<file path="config.mk">
export PLATFORM = sky130hd
export DESIGN_NAME = mem_stage
export DESIGN_NICKNAME = d
export VERILOG_FILES = /design/src/rtl/mem_stage_pkg.sv /design/src/rtl/mem_stage_load_align.sv /design/src/rtl/mem_stage.sv
export SDC_FILE = /design/constraint.sdc
export NUM_CORES = 1
export LEC_CHECK = 0
export ABC_AREA = 1
export BUFFER_PORTS_ARGS = -buffer_cell sky130_fd_sc_hd__buf_2
export CAP_MARGIN = 10
export CORE_ASPECT_RATIO = 0.7
export CORE_UTILIZATION = 53
export CTS_BUF_LIST = sky130_fd_sc_hd__clkbuf_16
export DETAILED_ROUTE_END_ITERATION = 10
export PLACE_DENSITY = 0.87
export SLEW_MARGIN = 20
export SYNTH_ARGS = -nofsm -noshare
export SYNTH_HDL_FRONTEND = slang
export SYNTH_SLANG_ARGS = --single-unit
</file>
<file path="constraint.sdc">
create_clock -name i_clk -period 2.25 [get_ports i_clk]
set_input_delay 0.5625 -clock i_clk [delete_from_list [all_inputs] [get_ports i_clk]]
set_output_delay 0.5625 -clock i_clk [all_outputs]
set_load 0.05 [all_outputs]
</file>
<file path="src/rtl/mem_stage_pkg.sv">
// Shared constants and types for the memory-access stage.
package mem_stage_pkg;

  localparam int XLEN_DEF = 32;

  // funct3 size/sign encodings
  localparam logic [2:0] F3_B  = 3'b000;
  localparam logic [2:0] F3_H  = 3'b001;
  localparam logic [2:0] F3_W  = 3'b010;
  localparam logic [2:0] F3_BU = 3'b100;
  localparam logic [2:0] F3_HU = 3'b101;

  typedef enum logic [1:0] {
    S_IDLE = 2'd0,
    S_BUSY = 2'd1,
    S_DONE = 2'd2
  } mem_state_t;

  // Low two funct3 bits pick the size; 011/110/111 fall into the word bucket.
  function automatic logic f3_is_byte(input logic [2:0] f3);
    return f3[1:0] == 2'b00;
  endfunction

  function automatic logic f3_is_half(input logic [2:0] f3);
    return f3[1:0] == 2'b01;
  endfunction

  function automatic logic f3_is_word(input logic [2:0] f3);
    return f3[1];
  endfunction

endpackage

</file>
<file path="src/rtl/mem_stage_load_align.sv">
// Load data aligner: shifts the addressed bytes down to bit 0 and
// sign/zero-extends according to funct3. Purely combinational.
module mem_load_align
  import mem_stage_pkg::*;
#(
  parameter int XLEN = XLEN_DEF
) (
  input  logic [XLEN-1:0] i_word,
  input  logic [1:0]      i_off,
  input  logic [2:0]      i_f3,
  output logic [XLEN-1:0] o_data
);

  logic [XLEN-1:0] shifted;
  logic            sext;

  assign shifted = i_word >> {i_off, 3'b000};
  // f3[2] set means unsigned (BU/HU)
  assign sext    = ~i_f3[2];

  // select width and fill the upper bits
  always_comb begin
    o_data = shifted;
    if (f3_is_byte(i_f3))
      o_data = {{(XLEN-8){sext & shifted[7]}}, shifted[7:0]};
    else if (f3_is_half(i_f3))
      o_data = {{(XLEN-16){sext & shifted[15]}}, shifted[15:0]};
  end

endmodule

</file>
<file path="src/rtl/mem_stage.sv">
// Memory-access stage: runs one load/store on the req/ack data bus per
// instruction, stalling upstream until the bus acknowledges.
module mem_stage
  import mem_stage_pkg::*;
#(
  parameter int XLEN = XLEN_DEF
) (
  input  logic            i_clk,
  input  logic            i_rst,
  input  logic            i_valid,
  input  logic            i_mem_rd,
  input  logic            i_mem_wr,
  input  logic [2:0]      i_f3,
  input  logic [XLEN-1:0] i_addr,
  input  logic [XLEN-1:0] i_wdata,
  output logic            o_stall,
  output logic            o_done,
  output logic [XLEN-1:0] o_rdata,
  output logic            o_ld_misaligned,
  output logic            o_st_misaligned,
  output logic            o_d_req,
  output logic            o_d_we,
  output logic [XLEN-1:0] o_d_addr,
  output logic [XLEN-1:0] o_d_wdata,
  output logic [3:0]      o_d_be,
  input  logic            i_d_ack,
  input  logic [XLEN-1:0] i_d_rdata
);

  mem_state_t      state;
  logic [2:0]      f3_q;
  logic [1:0]      off_q;
  logic            mem_op, misal, idle, accept;
  logic [3:0]      be_next;
  logic [XLEN-1:0] wdata_next;
  logic [XLEN-1:0] ld_data;

  assign idle   = (state == S_IDLE);
  assign mem_op = i_valid & (i_mem_rd | i_mem_wr);
  assign misal  = (f3_is_half(i_f3) & i_addr[0]) |
                  (f3_is_word(i_f3) & (|i_addr[1:0]));
  assign accept = idle & mem_op & ~misal;

  // rd&wr together is a store, so the wr bit alone steers the flag
  assign o_ld_misaligned = idle & mem_op & ~i_mem_wr & misal;
  assign o_st_misaligned = idle & mem_op &  i_mem_wr & misal;
  assign o_stall         = accept | (state == S_BUSY);

  // store lane replication and byte enables
  always_comb begin
    be_next    = 4'b1111;
    wdata_next = i_wdata;
    if (f3_is_byte(i_f3)) begin
      be_next    = 4'b0001 << i_addr[1:0];
      wdata_next = {4{i_wdata[7:0]}};
    end else if (f3_is_half(i_f3)) begin
      be_next    = 4'b0011 << i_addr[1:0];
      wdata_next = {2{i_wdata[15:0]}};
    end
  end

  mem_load_align #(.XLEN(XLEN)) u_align (
    .i_word (i_d_rdata),
    .i_off  (off_q),
    .i_f3   (f3_q),
    .o_data (ld_data)
  );

  // IDLE -> BUSY on accept, BUSY -> DONE on ack, DONE -> IDLE unconditionally
  always_ff @(posedge i_clk or negedge i_rst) begin
    if (!i_rst) begin
      state     <= S_IDLE;
      o_d_req   <= 1'b0;
      o_d_we    <= 1'b0;
      o_d_addr  <= '0;
      o_d_wdata <= '0;
      o_d_be    <= '0;
      o_rdata   <= '0;
      o_done    <= 1'b0;
      f3_q      <= '0;
      off_q     <= '0;
    end else begin
      case (state)
        S_IDLE: begin
          o_done <= 1'b0;
          if (accept) begin
            o_d_req   <= 1'b1;
            o_d_we    <= i_mem_wr;
            o_d_addr  <= {i_addr[XLEN-1:2], 2'b00};
            o_d_wdata <= wdata_next;
            o_d_be    <= be_next;
            f3_q      <= i_f3;
            off_q     <= i_addr[1:0];
            state     <= S_BUSY;
          end
        end
        S_BUSY: begin
          if (i_d_ack) begin
            o_d_req <= 1'b0;
            o_done  <= 1'b1;
            if (!o_d_we) o_rdata <= ld_data;
            state   <= S_DONE;
          end
        end
        S_DONE: begin
          o_done <= 1'b0;
          state  <= S_IDLE;
        end
        default: begin
          o_d_req <= 1'b0;
          o_done  <= 1'b0;
          state   <= S_IDLE;
        end
      endcase
    end
  end

endmodule

</file>
==> impl_metrics.prom <==
# TYPE chip_impl_metric gauge
chip_impl_metric{name="synth_sequential_area_ratio",unit="%"} 50.7
chip_impl_metric{name="design.core.area",unit="µm²"} 9720
chip_impl_metric{name="power_per_cell_area",unit="nW/µm²"} 1390
chip_impl_metric{name="area_growth_syn_to_layout",unit="%"} 26.6
chip_impl_metric{name="met1_routing_resource_usage_after_global_routing",unit="%"} 37.8
chip_impl_metric{name="timing.setup.tns",unit="ns"} 0
chip_impl_info{name="worst_hold_path_type",value="input port to async pin"} 1
chip_impl_info{name="worstSetupPathType",value="input port to primary output"} 1
chip_impl_metric{name="first_global_vias",unit=""} 4527
chip_impl_metric{name="met3_layer_usage_reported_by_global_route",unit="%"} 6.52
chip_impl_info{name="gr-max-usage-layer",value="met2"} 1
chip_impl_metric{name="critPathArrivalTime",unit="ns"} 1.67
chip_impl_metric{name="drt_via_density",unit=""} 5.09
chip_impl_info{name="cts_tree",value="built"} 1
chip_impl_metric{name="grt_remaining_overflow",unit=""} 0
chip_impl_info{name="postSynth.topFlopCell",value="dfrtp_1"} 1
chip_impl_metric{name="clockBufferDepth",unit=""} 2
chip_impl_metric{name="timing.final.setup_violations",unit=""} 0
chip_impl_metric{name="first_iter_violations",unit=""} 368
chip_impl_metric{name="p_leak",unit="nW"} 3.85
chip_impl_metric{name="drive_gt1_share",unit="%"} 32.4
chip_impl_metric{name="yosys_warnings",unit=""} 0
chip_impl_metric{name="dpl-instance-area",unit="µm²"} 6440
chip_impl_metric{name="stdcell_area",unit="µm²"} 6750
chip_impl_metric{name="floorplan.die.width",unit="µm"} 122
chip_impl_info{name="worstSetupEndpointType",value="primary output"} 1
chip_impl_metric{name="multi_input_comb_area",unit="µm²"} 2280
chip_impl_info{name="cts_root_buf",value="clkbuf_16"} 1
chip_impl_metric{name="finClkSkew",unit="ns"} 0.00827
chip_impl_info{name="status",value="finished, final reports clean"} 1
chip_impl_metric{name="required",unit="ns"} 1.69
chip_impl_metric{name="layout_min_cycle_time",unit="ns"} 2.23
chip_impl_metric{name="fmax_achieved",unit="MHz"} 448
chip_impl_metric{name="cts.sinks",unit=""} 108
chip_impl_metric{name="drtAntennaViolNets",unit=""} 0
chip_impl_metric{name="ys_types",unit=""} 29
chip_impl_metric{name="clk_latency",unit="ns"} 0.33
chip_impl_metric{name="grt.met2_usage",unit="%"} 42.4
chip_impl_metric{name="power.total",unit="mW"} 9.35
chip_impl_metric{name="placementRows",unit=""} 30
chip_impl_metric{name="half_perimeter_wire_length_after_placement",unit="mm"} 10.5
chip_impl_metric{name="crit_fanout",unit=""} 2
chip_impl_metric{name="timing.final.hold_violations",unit=""} 0
chip_impl_metric{name="worst_pin_slew",unit="ns"} 0.533
chip_impl_metric{name="ys_async_sr_fraction",unit="%"} 100
chip_impl_metric{name="syn-cell-area",unit="µm²"} 5330
chip_impl_metric{name="placement.io_buffers",unit=""} 208
chip_impl_metric{name="final_max_slew_viol_count",unit=""} 0
chip_impl_info{name="start_kind",value="input port"} 1
chip_impl_metric{name="synth-edff-count",unit=""} 0
chip_impl_metric{name="num_vias",unit=""} 5154
chip_impl_metric{name="critPathMaxStageDelay",unit="ns"} 0.26
chip_impl_metric{name="routabilityCongestion",unit=""} 0.931
chip_impl_metric{name="cp_num_buf_inv",unit=""} 4
chip_impl_metric{name="die_y",unit="µm"} 85.9
chip_impl_metric{name="post-place-ws",unit="ns"} -0.0831
chip_impl_metric{name="final.fill_count",unit=""} 835
chip_impl_metric{name="layout.area.seq",unit="µm²"} 2700
chip_impl_metric{name="antennaDiodeCount",unit=""} 0
chip_impl_metric{name="final_core_util",unit="%"} 69.4
chip_impl_metric{name="max-cap-violations",unit=""} 0
chip_impl_metric{name="start_util",unit="%"} 54.8
chip_impl_info{name="timing.critical_path.slowest_stage_cell",value="o21ai_4"} 1
chip_impl_metric{name="final_net_count",unit=""} 988
chip_impl_metric{name="synthesized_instance_count",unit=""} 679
chip_impl_metric{name="worst_ir_drop_vdd",unit="mV"} 0.661
chip_impl_metric{name="drt-total-wl",unit="mm"} 14.1
chip_impl_metric{name="post-route-drc-count",unit=""} 0
chip_impl_metric{name="grt_usage",unit="%"} 27.1
chip_impl_metric{name="clk_pin_slew_worst_setup_hold_paths",unit="ns"} 0.07
chip_impl_metric{name="maximum_number_of_pins_on_one_net_before_global_route_repair",unit=""} 74
chip_impl_metric{name="ports_placed_on_the_boundary",unit=""} 211
chip_impl_metric{name="layout_setup_ws",unit="ns"} 0.0196
chip_impl_metric{name="wire_length_of_the_first_global_routing_pass",unit="mm"} 22.0
chip_impl_info{name="critical_path.top_delay_family",value="buffers and inverters"} 1
chip_impl_metric{name="dieArea",unit="µm²"} 10500
chip_impl_metric{name="tritoncts.num_buffers",unit=""} 9
chip_impl_metric{name="ys_seq_elements",unit=""} 108
chip_impl_metric{name="antenna_found_initial",unit=""} 0
chip_impl_metric{name="cts_htree_levels",unit=""} 3
chip_impl_metric{name="firstDrtPassIters",unit=""} 5
chip_impl_metric{name="min_period_over_period",unit="%"} 99.1
chip_impl_metric{name="relSlewSlack",unit="%"} 64.4
chip_impl_metric{name="synth_area_per_cell",unit="µm²"} 7.85
chip_impl_metric{name="wl_per_cell",unit="µm"} 13.9
chip_impl_info{name="worstPathCellList",value="buf_2 -> inv_1 -> ha_1 -> o21ai_4 -> inv_2 -> nor3_2 -> buf_6"} 1
[kinds of logic (layout without fill, tap and decap cells)]
logic type                 after synthesis  after routing  synth area share [%]
and+or+nand+nor                        452            452                  34.3
buffers and inverters                   59            263                  6.81
other                                    1              2                0.0704
adders and majority gates                4              4                 0.939
AOI/OAI and AO/OA                       55             55                  7.16
DFF                                    108            108                  50.7
[path summary, 6_finish.rpt]
path	start	slack [ns]	endpoint	depth (start not counted)
setup / recovery	i_addr[0]	0.02	o_st_misaligned	7
hold / removal	i_rst	0.21	o_rdata[24]$_DFFE_PN0P_	1
setup reg to reg	f3_q[1]$_DFFE_PN0P_	0.66	o_rdata[20]$_DFFE_PN0P_	7
hold reg to reg	o_d_addr[10]$_DFFE_PN0P_	0.47	o_d_addr[10]$_DFFE_PN0P_	2
max in group asynchronous	i_rst	1.45	o_rdata[20]$_DFFE_PN0P_	2
min in group i_clk	i_addr[19]	0.43	o_d_addr[19]$_DFFE_PN0P_	3
[where the power goes]
part | total (mW) | internal (mW) | switching, mW
Clock | 1.45 | 0.754 | 0.695
Combinational | 4.88 | 1.11 | 3.77
Sequential | 3.03 | 2.63 | 0.391
[worst reg2reg max path, stage by stage, from the launching register on]
cell and delay [ns]:
dfrtp_1 0.49, inv_2 0.13, nand2_1 0.07, nor2_1 0.10, nand3_1 0.12, nand2_2 0.25
inv_2 0.19, a21oi_1 0.18
[metrics by stage]
stage | hold WS [ns] | instances
2_1_floorplan | 0.267 | 680
3_3_place_gp | 0.450 | 996
3_5_place_dp | 0.454 | 996
4_1_cts | 0.218 | 1012
5_1_grt | 0.244 | 1012
6_report | 0.210 | 1012
[placed cells by master, fill, tap and decap left out, drive strengths merged]
cell type,n
conb,2
nand2,333
nor2,64
dfrtp,108
or2,8
clkinvlp,3
o22ai,2
clkinv,2
nand3,42
o21ai,25
clkbuf,10
ha,4
buf,227
nor3,2
o211ai,15
inv,21
nand4,2
and2,1
a21oi,13
[cell usage after synthesis, drive strengths merged, types with 4 or more instances]
| library cell | instances | area (µm²) |
|---|---|---|
| dfrtp | 108 | 2700 |
| o211ai | 15 | 153 |
| ha | 4 | 50.1 |
| inv | 19 | 78.8 |
| nand3 | 42 | 215 |
| nand2 | 333 | 1260 |
| or2 | 8 | 50.1 |
| a21oi | 13 | 72.6 |
| nor2 | 64 | 268 |
| buf | 38 | 277 |
| o21ai | 25 | 144 |
[routing by layer]
layer / up-vias / wire, µm / part of all wire, %
li1: 2524 / - / -
met1: 2380 / 6340 / 45
met2: 229 / 6520 / 46
met3: 21 / 988 / 7.0
met4: 0 / 235 / 1.7
met5: - / 0 / 0
[sequential cells by signal, summed over array words and instances, names as in the netlist, 2 cells and up]
name,count
off_q,2
o_rdata,32
f3_q,3
state,2
o_d_be,4
o_d_wdata,32
o_d_addr,30
[final cells by class]
cell class,instances,area share [%]
clock buffers,9,3.34
clock inverters,7,0.742
inverters,19,1.17
multi-input cells,513,33.8
flip-flops and latches,108,40.1
well taps,128,2.37
repair buffers,228,18.5
[timing repair]
action,4_1_cts,5_1_grt
resized for setup,2,8
pin swaps,0,1
buffers inserted,0,0
endpoints found under the setup margin,2,3
hold buffers,0,0
Note: power is estimated with default switching activity, not from simulation.
